`config.mk`:
```
export PLATFORM = sky130hd
export DESIGN_NAME = dds_tone_meter_flat
export DESIGN_NICKNAME = d
export VERILOG_FILES = /design/src/rtl/dds_pkg.sv /design/src/rtl/dds_tone_meter_if.sv /design/src/rtl/dds_xing_det.sv /design/src/rtl/dds_tone_meter.sv /design/src/flat_wrapper.sv
export SDC_FILE = /design/constraint.sdc
export NUM_CORES = 1
export LEC_CHECK = 0
export ABC_CLOCK_PERIOD_IN_PS = 3300
export BUFFER_PORTS_ARGS = -buffer_cell sky130_fd_sc_hd__buf_2
export CORE_MARGIN = 2
export CORE_UTILIZATION = 55
export DETAILED_ROUTE_END_ITERATION = 8
export PLACE_DENSITY = 0.79
export SKIP_CTS_REPAIR_TIMING = 1
export SLEW_MARGIN = 20
export SYNTH_ARGS = -nofsm -noshare
export SYNTH_HDL_FRONTEND = slang
export SYNTH_SLANG_ARGS = --single-unit
```
`constraint.sdc`:
```
create_clock -name CLK -period 3.3 [get_ports CLK]
set_input_delay 0.495 -clock CLK [delete_from_list [all_inputs] [get_ports CLK]]
set_output_delay 0.495 -clock CLK [all_outputs]
set_load 0.005 [all_outputs]
```
`src/rtl/dds_pkg.sv`:
```
// Shared DDS constants and types used by the generator and the tone meter.
package dds_pkg;
  localparam int TABLE_LEN = 1024;
  localparam int MID_DEF   = 128;
  localparam int HYST_DEF  = 8;

  typedef enum logic [1:0] {UNKNOWN, LOW, HIGH} xstate_e;
endpackage

```
`src/rtl/dds_tone_meter_if.sv`:
```
// Sample stream in, measurement results out, for the DDS tone meter.
interface dds_tone_meter_if;
  logic        Enable;
  logic [7:0]  Sample;
  logic [31:0] M_est;
  logic [31:0] Count;
  logic        Valid;
  logic        Overrange;

  modport master (output Enable, Sample, input M_est, Count, Valid, Overrange);
  modport slave  (input Enable, Sample, output M_est, Count, Valid, Overrange);
endinterface

```
`src/rtl/dds_xing_det.sv`:
```
// Input register plus hysteretic midpoint crossing detector; xing pulses on LOW->HIGH.
module dds_xing_det
  import dds_pkg::*;
#(
  parameter int MID  = MID_DEF,
  parameter int HYST = HYST_DEF
) (
  input  logic       CLK,
  input  logic       RST,
  input  logic       enable,
  input  logic [7:0] sample,
  output logic       xing
);
  localparam logic [7:0] LO_TH = 8'(MID - HYST);
  localparam logic [7:0] HI_TH = 8'(MID + HYST);

  logic [7:0] s_q;
  xstate_e    st;

  always_ff @(posedge CLK) begin
    if (RST) begin
      s_q  <= '0;
      st   <= UNKNOWN;
      xing <= 1'b0;
    end else begin
      s_q  <= sample;
      xing <= 1'b0;
      if (!enable) begin
        st <= UNKNOWN;
      end else begin
        // in-band samples hold state, which is what suppresses noise double counts
        case (st)
          UNKNOWN: if (s_q <= LO_TH) st <= LOW;
                   else if (s_q >= HI_TH) st <= HIGH;
          LOW:     if (s_q >= HI_TH) begin
                     st   <= HIGH;
                     xing <= 1'b1;
                   end
          HIGH:    if (s_q <= LO_TH) st <= LOW;
          default: st <= UNKNOWN;
        endcase
      end
    end
  end
endmodule

```
`src/rtl/dds_tone_meter.sv`:
```
// Recovers the DDS tuning word by counting rising crossings over a fixed gate of
// TABLE_LEN << AVG_LOG2 clocks.
module dds_tone_meter
  import dds_pkg::*;
#(
  parameter int AVG_LOG2 = 0,
  parameter int MID      = MID_DEF,
  parameter int HYST     = HYST_DEF
) (
  input  logic             CLK,
  input  logic             RST,
  dds_tone_meter_if.slave  bus
);
  localparam int              GW      = $clog2(TABLE_LEN) + AVG_LOG2;
  localparam logic [GW-1:0]   G_LAST  = '1;
  localparam logic [31:0]     OVR_LIM = 32'd512 << AVG_LOG2;

  logic          xing;
  logic [GW-1:0] g;
  logic [31:0]   acc, acc_nxt;
  logic          settle;

  dds_xing_det #(.MID(MID), .HYST(HYST)) u_det (
    .CLK    (CLK),
    .RST    (RST),
    .enable (bus.Enable),
    .sample (bus.Sample),
    .xing   (xing)
  );

  // saturating add; also the window result on the terminal cycle
  assign acc_nxt = (xing && !(&acc)) ? acc + 32'd1 : acc;

  always_ff @(posedge CLK) begin
    if (RST) begin
      g             <= '0;
      acc           <= '0;
      settle        <= 1'b1;
      bus.M_est     <= '0;
      bus.Count     <= '0;
      bus.Valid     <= 1'b0;
      bus.Overrange <= 1'b0;
    end else begin
      bus.Valid <= 1'b0;
      if (!bus.Enable) begin
        g      <= '0;
        acc    <= '0;
        settle <= 1'b1;
      end else begin
        g <= g + 1'b1;
        if (g == G_LAST) begin
          acc    <= '0;
          settle <= 1'b0;
          // first window after enable may hold a partial crossing history
          if (!settle) begin
            bus.Count     <= acc_nxt;
            bus.M_est     <= acc_nxt >> AVG_LOG2;
            bus.Overrange <= acc_nxt > OVR_LIM;
            bus.Valid     <= 1'b1;
          end
        end else begin
          acc <= acc_nxt;
        end
      end
    end
  end
endmodule

```
`src/flat_wrapper.sv`:
```
// flat-port wrapper written by rule: the top's interface ports become plain ports
module dds_tone_meter_flat import dds_pkg::*;
#(
  parameter int AVG_LOG2 = 0,
  parameter int MID      = MID_DEF,
  parameter int HYST     = HYST_DEF
)
  (CLK, RST, bus_Enable, bus_Sample, bus_M_est, bus_Count, bus_Valid, bus_Overrange);
  dds_tone_meter_if bus_i ();
  input  logic CLK;
  input  logic RST;
  input wire logic [$bits(bus_i.Enable)-1:0] bus_Enable;
  input wire logic [$bits(bus_i.Sample)-1:0] bus_Sample;
  output wire logic [$bits(bus_i.M_est)-1:0] bus_M_est;
  output wire logic [$bits(bus_i.Count)-1:0] bus_Count;
  output wire logic [$bits(bus_i.Valid)-1:0] bus_Valid;
  output wire logic [$bits(bus_i.Overrange)-1:0] bus_Overrange;
  assign bus_i.Enable = bus_Enable;
  assign bus_i.Sample = bus_Sample;
  assign bus_M_est = bus_i.M_est;
  assign bus_Count = bus_i.Count;
  assign bus_Valid = bus_i.Valid;
  assign bus_Overrange = bus_i.Overrange;
  dds_tone_meter #(.AVG_LOG2(AVG_LOG2), .MID(MID), .HYST(HYST)) u_core (.CLK(CLK), .RST(RST), .bus(bus_i));
endmodule
```
# Word-level counts from Yosys, hierarchy flattened
# Index checks and enable logic that the tools add are counted.
[op_classes]
addsub = 2
muxes = 7
n_reduce_logical = 9
order_cmp = 3
n_eq_ne = 4
bitwise_logic = 4
[op_table]
columns = ["op", "n"]
rows = [
  ["$add A32 B1 Y32 const B", 1],
  ["$gt A32 B10 Y1 const B", 1],
  ["$mux W32", 1],
  ["$reduce_and A32 Y1", 1],
  ["$add A10 B1 Y10 const B", 1],
  ["$eq A10 B10 Y1 const B", 1],
  ["$reduce_or A3 Y1", 3],
  ["$ge A8 B8 Y1 const B", 1],
  ["$le A8 B7 Y1 const B", 1],
  ["$mux W2", 3],
  ["$pmux W2 S3", 1],
  ["$not A1 Y1", 4],
  ["$reduce_and A3 Y1", 1],
  ["$eq A2 B1 Y1 const B", 1],
  ["$eq A2 B2 Y1 const B", 1],
  ["$logic_not A2 Y1", 1],
  ["$mux W1", 2],
  ["$ne A2 B2 Y1 const B", 1],
  ["$reduce_or A2 Y1", 1],
  ["$logic_and A1 B1 Y1", 1],
  ["$logic_not A1 Y1", 1],
]
[word_totals]
elab_cells = 38
reg_bits = 88
inputBits = 11
output_inout_bits = 66

# Longest topological paths before layout
# Gate-level depths: netlist (run 1).
[depth]
ltp_word = 5
depth_mapped = 10
ltp_nobuf = 9

# Modules after synthesis
# Synthesis (run 1) repeated with hierarchy kept, for this count alone.
[hier_totals]
hier_cells = 469
area_unflattened_um2 = 4058.9
[modules_own_cells]
columns = ["mod", "instances", "area_each_um2", "cells_each", "seq_area_each_um2"]
rows = [
  ["dds_tone_meter", 1, 3676.0, 437, 1541.5],
  ["dds_xing_det", 1, 382.9, 32, 220.2],
]

# Worst setup path before layout (run 1)
# OpenSTA, ideal clock, no wires.
[synth_timing]
path_kind = "flip-flop to flip-flop"
from = "register u_core.acc[0]"
to = "register u_core.bus.Overrange"
path_buffers = 0
path_stages_with_launch = 10
arrival_ns = 2.229
synth_period_minus_slack_ns = 2.348
required_time_ns = 3.181
setup_slack_ns = 0.952
setup_ns = 0.119
path_cell_list = "dfxtp_1 -> ha_1 -> nand2_1 -> or4_1 -> a211oi_1 -> xnor2_1 -> nand2_1 -> nor4_1 -> nand4_1 -> o221a_1"
[synth_via]
elab_chain_cells = 5
word_cells_on_any_way = 6
cone_classes = "add/sub (1); order compare (1); mux (1); reduce/logical (3)"
[synth_lines]
columns = ["element", "line", "text"]
rows = [
  ["start, declared", "dds_tone_meter.sv:20", "logic [31:0] acc, acc_nxt;"],
  ["start signal, assigned", "dds_tone_meter.sv:62", "acc <= acc_nxt;"],
  ["branches (longest 3 deep; another with $add A32 B1 Y32)", "--", ""],
  ["$mux W32 *", "dds_tone_meter.sv:32", "assign acc_nxt = (xing && !(&acc)) ? acc + 32'd1 : acc;"],
  ["$gt A32 B10 Y1 *", "dds_tone_meter.sv:58", "bus.Overrange <= acc_nxt > OVR_LIM;"],
  ["end signal, assigned", "dds_tone_meter.sv:58", ""],
  ["end, declared", "dds_tone_meter_if.sv:11", "modport slave (input Enable, Sample, output M_est, Count, Valid, Overrange);"],
]
# Every way passes the cells marked *.
# A chain may end at the register's enable or synchronous reset.

# Final worst setup path (run 1)
[layout_timing]
from = "register u_core.acc[24]"
to = "register u_core.bus.Overrange"
# The elaborated chain is that of the path after synthesis.

==> impl_metrics.json, run 1 <==
{
  "hold_viol": 0,
  "synthCells": 471,
  "synth_nets": 484,
  "max_freq_mhz": 355,
  "antenna_cells": 0,
  "synth_warnings": 0,
  "drt_iter0_drc": 195,
  "root_buffer": "clkbuf_8",
  "grt_pass1_vias": 3046,
  "row_count": 31,
  "cellLeakagePower_nw": 1.78,
  "path_class": "register to register",
  "cp_max_fo": 10,
  "max-cap-violations": 0,
  "slew-limit-headroom_pct": 30.6,
  "syn_area_per_cell_sq_um": 8.66,
  "ys_types": 55,
  "hold_path_startpoint": "bus_Sample[7]",
  "setup_tns_ns": 0,
  "clock_path_buffers": 2,
  "portBuffers": 76,
  "irDropWorstVdd_mv": 0.320,
  "p_clk_share_pct": 40.2,
  "drv_slew": 0,
  "htreeDepth": 3,
  "cp.arrival_ns": 3.08,
  "antenna_found_initial": 0,
  "drcViolationCount": 0,
  "dieArea_sq_um": 8120,
  "grt_pass1_wl_microns": 14300,
  "seqPwrFrac_pct": 57.9,
  "p_comb_share_pct": 1.9,
  "grt-ovfl-total": 0,
  "mostFrequentLayoutCells": "dfxtp_1, nor2_1, buf_2, nand2_1, a211oi_1",
  "rr_startpoint": "u_core.acc[24]",
  "grt_max_degree": 42,
  "syn_to_final_growth_pct": 10.3,
  "final_common_cell": "dfxtp_1",
  "yosysSeqAreaShare_pct": 43.2,
  "finalCritPeriodShare_pct": 85.3,
  "wl_per_cell_microns": 13.8,
  "routed_wl_microns": 8500,
  "place_hpwl_microns": 6250,
  "p_per_area_nw_per_um2": 411,
  "synth.area.top_cells": "dfxtp_1, nor2_1, buf_4",
  "synth_top_area_cell": "dfxtp_1",
  "crit_start": "u_core.acc[24]",
  "synth_flop_cell": "dfxtp_1",
  "synthArstFlopShare_pct": 0,
  "nNetsFinal": 525,
  "end_kind": "register",
  "cp-start-kind": "register",
  "stdcell_area_sq_um": 4500,
  "ys_ff_latch": 88,
  "setup_viol": 0,
  "rsz0062_at_grt": "no",
  "fin_crit_ns": 2.82,
  "drtAntennaViolNets": 0,
  "status": "completed",
  "die_h_microns": 90.1,
  "core-area_sq_um": 7210,
  "synth_area_sq_um": 4080,
  "synth-edff-count": 0,
  "ios": 77,
  "switching_share_pct": 22.5,
  "grt_use_total_pct": 21.6,
  "synth_top_area_share_pct": 43.2,
  "tightest_slew_ns": 1.04,
  "hp-class": "primary input to register",
  "postPlaceCellArea_sq_um": 4300,
  "clock_latency_ns": 0.36,
  "skew_ns": 0.0129,
  "p_int_mw": 1.43,
  "initial_core_util_pct": 56.5,
  "dr.pass1.iters": 5,
  "cts_buffers": 9,
  "viasPerCell": 5.32,
  "clk_pin_slew_ns": 0.09,
  "drive_gt1_share_pct": 22.1,
  "place_congestion": 0.952,
  "required_ns": 3.56,
  "vias": 3275,
  "power.total_mw": 1.85,
  "cts_tree": "done",
  "die_x_microns": 90.1,
  "clkSinkCount": 88,
  "p_switching_mw": 0.417
}
==> metrics by stage <==
stage                     utilization (%)  instances  hold WS (ns)  worst slack, ns
final                                62.4        616         0.341            0.484
after global routing                 62.4        616         0.330            0.267
after CTS                            62.4        616         0.330            0.512
after detailed placement             59.7        600         0.459            0.521
after global placement               59.7        600         0.432            0.592
after floorplan                         -        471         0.418            0.952
==> worst max-delay path: stages, from the launching register on <==
cell     delay (ns)
dfxtp_1        0.54
nand4_4        0.18
nor4_4         0.50
a31o_1         0.50
or3_1          0.19
xor2_1         0.23
nor2b_1        0.22
nand4_1        0.13
o221a_1        0.22
==> sequential cells by signal, indices dropped and copies added, names as in the netlist <==
name and cells:
u_core.bus.Overrange 1, u_core.g 10, u_core.acc 32, u_core.settle 1, u_core.bus.M_est 32, u_core.u_det.st 2
u_core.u_det.xing 1, u_core.bus.Valid 1, u_core.u_det.s_q 8
==> worst paths after layout <==
path,to,slack (ns),cells after the start
setup / recovery,u_core.bus.Overrange,0.48,8
hold / removal,u_core.u_det.s_q[7],0.34,2
setup reg to reg,u_core.bus.Overrange,0.48,8
hold reg to reg,u_core.g[0],0.47,1
==> metal layers <==
| metal | routed length [microns] | vias to the layer above | track usage, % |
|---|---|---|---|
| li1 | - | 1667 | - |
| met3 | 483 | 19 | 4.53 |
| met4 | 213 | 0 | 10.5 |
| met2 | 3640 | 108 | 32.6 |
| met5 | 0 | - | 0 |
| met1 | 4160 | 1481 | 29.4 |
==> power by group through the flow <==
stage          registers, mW  clock network, mW  logic [mW]
2_1_floorplan           1.10                  0      0.0235
3_3_place_gp            1.10                  0      0.0352
3_5_place_dp            1.10                  0      0.0359
4_1_cts                 1.07              0.756      0.0360
5_1_grt                 1.07              0.799      0.0407
6_report                1.07              0.744      0.0356
==> synthesized netlist by cell type, types with 2 or more instances <==
cell type and count:
nand2_1 45, dfxtp_1 88, clkbuf_1 15, nand3_1 16
or3_1 4, nand4_1 13, a31oi_1 2, and2_1 6
and3_1 11, or2_2 2, a21oi_1 19, nor2b_1 17
a41oi_1 2, nor3_1 6, ha_1 2, a211oi_1 21
buf_2 2, nor2_1 80, o21ai_0 2, xor2_1 15
nor3_2 2, xnor2_1 18, mux2i_1 6, buf_4 32
nor4_1 6, inv_1 8, nor4b_2 3
==> kinds of logic (layout without fill, tap and decap cells) <==
kind of cell               after synthesis  in the layout  share of synthesized area [%]
AOI/OAI and AO/OA                       55             55                           9.08
xor gates and xnor gates                34             34                           7.48
adders and majority gates                2              2                          0.613
buffers and inverters                   59            105                           8.62
DFF                                     88             88                           43.2
muxes                                    7              7                           1.75
and+or+nand+nor                        226            226                           29.3
==> cell type report <==
class	instances	area, sq um
fillers	658	2720
multi-input cells	324	1970
flip-flops and latches	88	1760
repair buffers	81	418
clock buffers	10	128
well taps	99	124
clock inverters	6	67.6
inverters	8	30.0
Power figures use the tool's default switching activity.
==> run 2, diff against run 1 <==
--- a/config.mk
+++ b/config.mk
@@ -7,8 +7,9 @@
 export LEC_CHECK = 0
 export ABC_CLOCK_PERIOD_IN_PS = 3300
 export BUFFER_PORTS_ARGS = -buffer_cell sky130_fd_sc_hd__buf_2
-export CORE_MARGIN = 2
+export CORE_MARGIN = 5
 export CORE_UTILIZATION = 55
+export CTS_CLUSTER_DIAMETER = 100
 export DETAILED_ROUTE_END_ITERATION = 8
 export PLACE_DENSITY = 0.79
 export SKIP_CTS_REPAIR_TIMING = 1
==> run 2 against run 1 <==
Clock skew rose by 0.0013 ns. First-iteration DRC count up 0.51%. Hold slack worse by 0.010 ns. Clock power up 1%. Routed wire length up 2.1%. Largest cell class unchanged. Highest routed layer unchanged.
==> impl_metrics.json, run 2 (synthesis results as in run 1) <==
{
  "status": "completed",
  "fin_cells": 617,
  "r2r_end": "u_core.bus.Overrange",
  "drt_iter0_drc": 196,
  "finalCritPeriodShare_pct": 89.0,
  "drtAntennaViolNets": 0,
  "place_hpwl_microns": 6510,
  "drive_gt1_share_pct": 22.4,
  "clk_pin_slew_ns": 0.10,
  "grt_use_total_pct": 20.2,
  "grt_pass1_vias": 2985,
  "clkSinkCount": 88,
  "setup_viol": 0,
  "grt_use_met1_pct": 27.9,
  "wl_per_cell_microns": 14.1,
  "seqPwrFrac_pct": 57.5,
  "postPlaceCellArea_sq_um": 4310,
  "vias": 3273,
  "ios": 77,
  "final_common_cell": "dfxtp_1",
  "r2r_cells": 9,
  "cp_cell_sequence": "ha_1 > nand4_1 > nor3_1 > a31o_1 > nor2_1 > nand3_1 > xor2_1 > a21oi_1 > o221a_1",
  "cellLeakagePower_nw": 1.79,
  "power.total_mw": 1.86,
  "setup_tns_ns": 0,
  "clock_path_buffers": 2,
  "cp-start-kind": "register",
  "die_h_microns": 96.1,
  "busiest_layer": "met2",
  "place_congestion": 0.937,
  "row_count": 31,
  "grt_pass1_wl_microns": 14400,
  "path_buf_inv": 0,
  "grtUsageMet3_pct": 5.16,
  "hold_viol": 0,
  "drcViolationCount": 0,
  "tightest_slew_ns": 0.633,
  "grt-ovfl-total": 0,
  "skew_ns": 0.0142,
  "nNetsFinal": 526,
  "p_comb_share_pct": 2.1,
  "cp.arrival_ns": 3.19,
  "viasPerCell": 5.30,
  "cts_buffers": 9,
  "reg2reg_slack_ns": 0.36,
  "rsz0062_at_grt": "no",
  "die_x_microns": 96.1,
  "irDropWorstVdd_mv": 0.348,
  "root_buffer": "clkbuf_8",
  "clock_latency_ns": 0.36,
  "path_class": "register to register",
  "portBuffers": 76,
  "slowest_stage": "a31o_1",
  "initial_core_util_pct": 56.2,
  "end_kind": "register",
  "dp_cells": 601,
  "endpoint": "u_core.bus.Overrange",
  "htreeDepth": 3,
  "cpPeakStageDelay_ns": 0.53,
  "p_int_mw": 1.44,
  "max-cap-violations": 0,
  "fin_crit_ns": 2.94,
  "dpl_worst_slack_ns": 0.385,
  "p_switching_mw": 0.426,
  "antenna_found_initial": 0,
  "stdcell_area_sq_um": 4510,
  "crit_cells": 9,
  "antenna_cells": 0,
  "crit_family": "simple AND/OR/NAND/NOR gates",
  "routed_wl_microns": 8680,
  "syn_to_final_growth_pct": 10.6,
  "max_freq_mhz": 340,
  "switching_share_pct": 22.9,
  "p_clk_share_pct": 40.4,
  "setup_slack_ns": 0.361,
  "drv_slew": 0,
  "dieArea_sq_um": 9240,
  "cp_max_fo": 10,
  "p_per_area_nw_per_um2": 413,
  "rr_startpoint": "u_core.acc[0]",
  "required_ns": 3.55,
  "cts_tree": "done",
  "reg_top3": "u_core.acc x32, u_core.bus.M_est x32, u_core.g x10",
  "utilization_pct": 62.2,
  "hold_slack_ns": 0.331,
  "grt_max_degree": 52,
  "grt_util_met2_pct": 30.4,
  "slew-limit-headroom_pct": 57.5,
  "crit_start": "u_core.acc[0]",
  "hp-class": "primary input to register",
  "core-area_sq_um": 7250,
  "dr.pass1.iters": 4,
  "mostFrequentLayoutCells": "dfxtp_1, nor2_1, buf_2, nand2_1, a211oi_1"
}
run 2: cell types whose count changed in the layout (fill, tap and decap cells not counted):
| cell | delta |
|---|---|
| buf_4 | +1 |
| inv_6 | +1 |
| clkbuf_1 | -1 |
run 2: area by class of cell:
cell class	instances	area (sq um)
clock buffers	9	124
clock inverters	7	76.3
fillers	683	2740
inverters	8	30.0
multi-input cells	324	1970
flip-flops and latches	88	1760
well taps	99	124
repair buffers	82	425
run 2: power groups by stage:
stage                     Sequential [mW]  Combinational [mW]  Clock [mW]
final                                1.07              0.0383       0.754
after detailed placement             1.10              0.0387           0
after floorplan                      1.10              0.0235           0
after global routing                 1.07              0.0430       0.817
after CTS                            1.07              0.0389       0.773
after global placement               1.10              0.0377           0
run 2: metal layers:
metal / vias to the layer above / share of wire (%) / routed length [microns]
met5: - / 0 / 0
met4: 0 / 2.5 / 217
met3: 16 / 7.7 / 671
met2: 109 / 43 / 3760
met1: 1486 / 46 / 4030
li1: 1662 / - / -
run 2: worst min path at each step:
stage / startpoint / endpoint / slack, ns / cells after the start
floorplan: u_core.g[0] / u_core.g[0] / 0.42 / 1
global placement: u_core.g[0] / u_core.g[0] / 0.43 / 1
detailed placement: u_core.g[0] / u_core.g[0] / 0.44 / 1
CTS: bus_Sample[6] / u_core.u_det.s_q[6] / 0.33 / 2
global route: bus_Sample[7] / u_core.u_det.s_q[7] / 0.34 / 2
finish: bus_Sample[6] / u_core.u_det.s_q[6] / 0.33 / 2
